==> src/rtl/coin_encoder.sv <==
// coin_encoder: debounces two coin sensors and emits a one-cycle coin code
// for the downstream vending-machine FSM.
//
// state   | meaning
// --------+-----------------------------------------------------------
// IDLE    | no coin seen, waiting for exactly one sensor to go high
// QUAL    | one sensor high alone, counting consecutive high samples
// EMIT    | coin qualified, code driven for this single cycle
// RELEASE | coin accepted, waiting for both sensors low
// REJECT  | both sensors seen high, waiting for both sensors low
module coin_encoder #(
  parameter int DEB = 4
) (
  input  logic       clk,
  input  logic       rst,
  input  logic       coin_5,
  input  logic       coin_10,
  output logic [1:0] code,
  output logic       reject,
  output logic [7:0] coin_cnt
);

  typedef enum logic [2:0] {
    IDLE    = 3'd0,
    QUAL    = 3'd1,
    EMIT    = 3'd2,
    RELEASE = 3'd3,
    REJECT  = 3'd4
  } state_t;

  localparam logic [3:0] CNT_LAST = 4'(DEB - 1);

  state_t     state;
  logic [3:0] cnt;
  logic       sel;
  logic       sel_hi;
  logic       oth_hi;

  // Selected and non-selected sensor levels as seen from the current coin.
  assign sel_hi = sel ? coin_10 : coin_5;
  assign oth_hi = sel ? coin_5  : coin_10;

  // Coin qualification FSM with registered code, reject and coin count.
  always_ff @(posedge clk or negedge rst) begin
    if (!rst) begin
      state    <= IDLE;
      cnt      <= 4'd0;
      sel      <= 1'b0;
      code     <= 2'b11;
      reject   <= 1'b0;
      coin_cnt <= 8'd0;
    end else begin
      code   <= 2'b11;
      reject <= 1'b0;
      case (state)
        IDLE: begin
          if (coin_5 && coin_10) begin
            state  <= REJECT;
            reject <= 1'b1;
          end else if (coin_5 ^ coin_10) begin
            state <= QUAL;
            cnt   <= 4'd1;
            sel   <= coin_10;
          end
        end
        QUAL: begin
          if (coin_5 && coin_10) begin
            state  <= REJECT;
            reject <= 1'b1;
          end else if (sel_hi && !oth_hi) begin
            if (cnt == CNT_LAST) begin
              state <= EMIT;
              code  <= {1'b0, sel};
              if (coin_cnt != 8'hFF) coin_cnt <= coin_cnt + 8'd1;
            end else begin
              cnt <= cnt + 4'd1;
            end
          end else begin
            // Selected sensor dropped: glitch, or the other coin must requalify.
            state <= IDLE;
          end
        end
        EMIT: begin
          state <= RELEASE;
        end
        RELEASE: begin
          if (!coin_5 && !coin_10) state <= IDLE;
        end
        REJECT: begin
          if (!coin_5 && !coin_10) state <= IDLE;
        end
        default: begin
          state <= IDLE;
        end
      endcase
    end
  end

endmodule

==> config.mk <==
export PLATFORM = sky130hd
export DESIGN_NAME = coin_encoder
export DESIGN_NICKNAME = d
export VERILOG_FILES = /design/src/rtl/coin_encoder.sv
export SDC_FILE = /design/constraint.sdc
export NUM_CORES = 1
export LEC_CHECK = 0
export CORE_ASPECT_RATIO = 1.1
export CORE_MARGIN = 2
export CORE_UTILIZATION = 40
export DETAILED_ROUTE_END_ITERATION = 10
export GPL_ROUTABILITY_DRIVEN = 1
export GPL_TIMING_DRIVEN = 0
export PLACE_DENSITY = 0.58
export SLEW_MARGIN = 40
export SYNTH_ARGS = -nofsm -noshare
export SYNTH_HDL_FRONTEND = slang
export SYNTH_SLANG_ARGS = --single-unit
==> constraint.sdc <==
create_clock -name clk -period 2.16 [get_ports clk]
set_input_delay 0.432 -clock clk [delete_from_list [all_inputs] [get_ports clk]]
set_output_delay 0.432 -clock clk [all_outputs]
set_load 0.01 [all_outputs]
==> results of run 1 <==
## cell families (layout without fill, tap and decap cells)
| family | after synthesis | after routing |
|---|---|---|
| simple gates | 34 | 34 |
| buf+inv | 5 | 23 |
| fa+ha+maj | 4 | 4 |
| flops | 19 | 19 |
| xor+xnor | 5 | 5 |
| compound gates | 17 | 17 |
| mux | 3 | 3 |
## state kept, by name, summed over array words and instances (netlist names)
| register | flops |
|---|---|
| state | 3 |
| sel | 1 |
| coin_cnt | 8 |
| reject | 1 |
| cnt | 4 |
| code | 2 |
## area by class of cell
cell class              count  area (um2)
plain buffers               1       11.26
clock buffers               3       22.52
clock inverters             1       5.005
fillers                   245        1245
inverters                   4       15.01
multi-input cells          63       521.8
flip-flops and latches     19       478.0
well taps                  31       38.79
repair buffers             14       135.1
## placed cells by master, fill, tap and decap left out, types with 2 or more instances in the layout
cell type / instances
nand2_1: 10
dfstp_2: 2
inv_1: 4
dfrtp_1: 17
a21o_1: 2
clkdlybuf4s50_1: 13
or2_2: 4
a211oi_1: 3
clkbuf_4: 3
nor3_2: 4
ha_1: 4
o22ai_1: 2
o21ai_0: 5
xor2_1: 5
nand3_1: 2
## layer usage
| layer | wire length [um] | track usage |
|---|---|---|
| met1 | 762 | 0.1732 |
| met2 | 882 | 0.2125 |
| met4 | 19 | 0.05495 |
| met5 | 0 | 0 |
| met3 | 74 | 0.02356 |
## through the flow
step / setup WS (ns) / hold slack, ns / utilization / cells
finish: 0.2136 / 0.05719 / 0.4965 / 136
global route: 0.1133 / 0.06262 / 0.4965 / 136
CTS: 0.2177 / 0.06491 / 0.4965 / 136
detailed placement: -0.1142 / 0.4047 / 0.4853 / 132
global placement: -0.08410 / 0.5049 / 0.4873 / 132
floorplan: 0.4921 / 0.1364 / - / 87
## power by group through the flow
stage | Combinational (mW) | Sequential [mW] | Clock [mW]
after floorplan | 0.153 | 0.472 | 0
after global placement | 0.212 | 0.484 | 0
after detailed placement | 0.218 | 0.485 | 0
after CTS | 0.218 | 0.479 | 0.195
after global routing | 0.246 | 0.490 | 0.209
final | 0.214 | 0.479 | 0.181
## worst paths after layout
kind | cells after the start | from | end | slack [ns]
max | 7 | coin_5 | coin_cnt[1]$_DFFE_PN0P_ | 0.21
min | 1 | rst | coin_cnt[2]$_DFFE_PN0P_ | 0.06
max reg2reg | 6 | cnt[0]$_DFFE_PN0P_ | coin_cnt[1]$_DFFE_PN0P_ | 0.33
min reg2reg | 1 | coin_cnt[5]$_DFFE_PN0P_ | coin_cnt[5]$_DFFE_PN0P_ | 0.53
max in group asynchronous | 1 | rst | code[0]$_DFF_PN1_ | 1.77
min in group clk | 1 | coin_cnt[5]$_DFFE_PN0P_ | coin_cnt[5]$_DFFE_PN0P_ | 0.53
## synthesized netlist by cell type
master     number  share of area
dfstp_2         2          0.051
nor3_2          4          0.039
nor3_1          1         0.0049
a211oi_1        3          0.022
nor3_4          1          0.016
ha_1            4          0.049
nand3_2         1         0.0098
buf_6           1          0.011
and4b_1         1         0.0098
nor3b_2         1          0.012
o21ai_0         5          0.024
nor2_4          1          0.011
a2bb2oi_2       1          0.015
o21ai_2         1         0.0085
nor2_1          1         0.0037
and2_1          1         0.0061
nand2b_1        1         0.0061
mux2_1          1          0.011
dfrtp_1        17           0.41
and2b_1         1         0.0073
mux2_4          1          0.015
or2b_1          1         0.0073
nor3b_4         1          0.018
mux2_2          1          0.011
o211ai_4        1          0.021
or2_2           4          0.024
nand3_1         2         0.0098
and3_1          1         0.0061
o22ai_1         2          0.012
and4bb_4        1          0.016
o31a_1          1         0.0085
xor2_1          5          0.043
a21o_1          2          0.015
o41a_1          1          0.011
inv_1           4          0.015
nand2_1        10          0.037
==> impl_metrics.json, run 1 <==
{
  "synth_cell_types": 36,
  "power_density_nw_per_um2": 712.1,
  "startpoint_type": "primary input",
  "die-area_um2": 2987,
  "power_mw": 0.8740,
  "syn_to_final_growth_pct": 19.63,
  "vdd.ir_drop.worst_v": 0.0004665,
  "p_leak_nw": 0.5388,
  "drtIter0Drc": 3,
  "power_switching_mw": 0.2869,
  "slew_headroom": 0.6177,
  "fin_area_um2": 1227,
  "rows": 19,
  "ys_seq_area_frac": 0.4659,
  "synth.area.mux_share": 0.03659,
  "nets": 114,
  "cts.sinks": 19,
  "grt_overflow": 0,
  "setup_viol": 0,
  "firstDrtPassIters": 4,
  "drive_gt1_frac": 0.2571,
  "path_delay_family": "buffers and inverters",
  "synth_compound_area_frac": 0.1366,
  "switching_share": 0.3283,
  "antennaDiodeCount": 0,
  "p_seq_frac": 0.548,
  "ios": 15,
  "dpl-instance-area_um2": 1200,
  "synthAdderAreaFrac": 0.04878,
  "layout_min_cycle_time_ns": 1.946,
  "port_buffers": 14,
  "hp-class": "in -> async",
  "grtUsageTotal": 0.1319,
  "end_kind": "flip-flop",
  "cap_violations": 0,
  "grt_pass1_wl_um": 2946,
  "synth_top_family_by_area": "simple AND/OR/NAND/NOR gates",
  "cts_root_buf": "clkbuf_4",
  "worstSetupPathType": "in -> reg",
  "routed_via_density": 5.162,
  "routed_wl_um": 1738,
  "clk_path_buf_depth": 2,
  "start_util": 0.4150,
  "antenna_found_initial": 0,
  "post_cts_buffers": 0,
  "clock_latency_ns": 0.29,
  "internal_power_mw": 0.5871,
  "skew_ns": 0.002209,
  "grt_pass1_vias": 674,
  "worstMarginPinSlew_ns": 0.5703,
  "clkPwrFrac": 0.207,
  "synthSimpleGateAreaFrac": 0.2439,
  "vias": 702,
  "setup_tns_ns": 0,
  "cts_hold_buf": 0,
  "rsz0062_at_grt": "false",
  "fin_crit_sh": 0.9011,
  "path_buf_inv": 2,
  "syn_inst": 87,
  "die_h_um": 57.12,
  "cp_slowest_cell": "clkdlybuf4s50_1",
  "path_clk_slew_ns": 0.11,
  "synth_nets": 95,
  "remaining_drc_errors": 0,
  "cts_inserted_buffers": 3,
  "htree_levels": 1,
  "hold_viol": 0,
  "coreArea_um2": 2472,
  "place.gp.congestion": 0.7235,
  "ys_warn_count": 0,
  "syn_area_per_cell_um2": 11.79,
  "wl_per_cell_um": 12.78,
  "drtAntennaViolNets": 0,
  "cp_cell_sequence": "clkdlybuf4s50_1 -> ha_1 -> nor3_4 -> o211ai_4 -> buf_6 -> nor2_4 -> mux2_4",
  "grt_max_degree": 20,
  "fmax_mhz": 513.8,
  "synthXorXnorAreaFrac": 0.04268,
  "drv_slew": 0,
  "tritoncts": "yes",
  "required_ns": 2.35,
  "worstPathMaxFanout": 10,
  "die_w_um": 52.29,
  "syn_area_um2": 1026,
  "comb_power_share": 0.245,
  "ctsResizeCount": 0,
  "critPathMaxStageDelay_ns": 0.45,
  "ys_seq_elements": 19,
  "place_hpwl_um": 1298,
  "outcome": "finished clean",
  "critPathArrivalTime_ns": 2.14
}
No activity file was read; power rests on OpenSTA's default activity.
==> inputs of run 2 (changes only) <==
--- a/config.mk
+++ b/config.mk
@@ -12,6 +12,7 @@
 export GPL_ROUTABILITY_DRIVEN = 1
 export GPL_TIMING_DRIVEN = 0
 export PLACE_DENSITY = 0.58
+export SETUP_SLACK_MARGIN = 0.02
 export SLEW_MARGIN = 40
 export SYNTH_ARGS = -nofsm -noshare
 export SYNTH_HDL_FRONTEND = slang
==> results of run 2 <==
Final layout, timing and power as in run 1 (identical DEF).
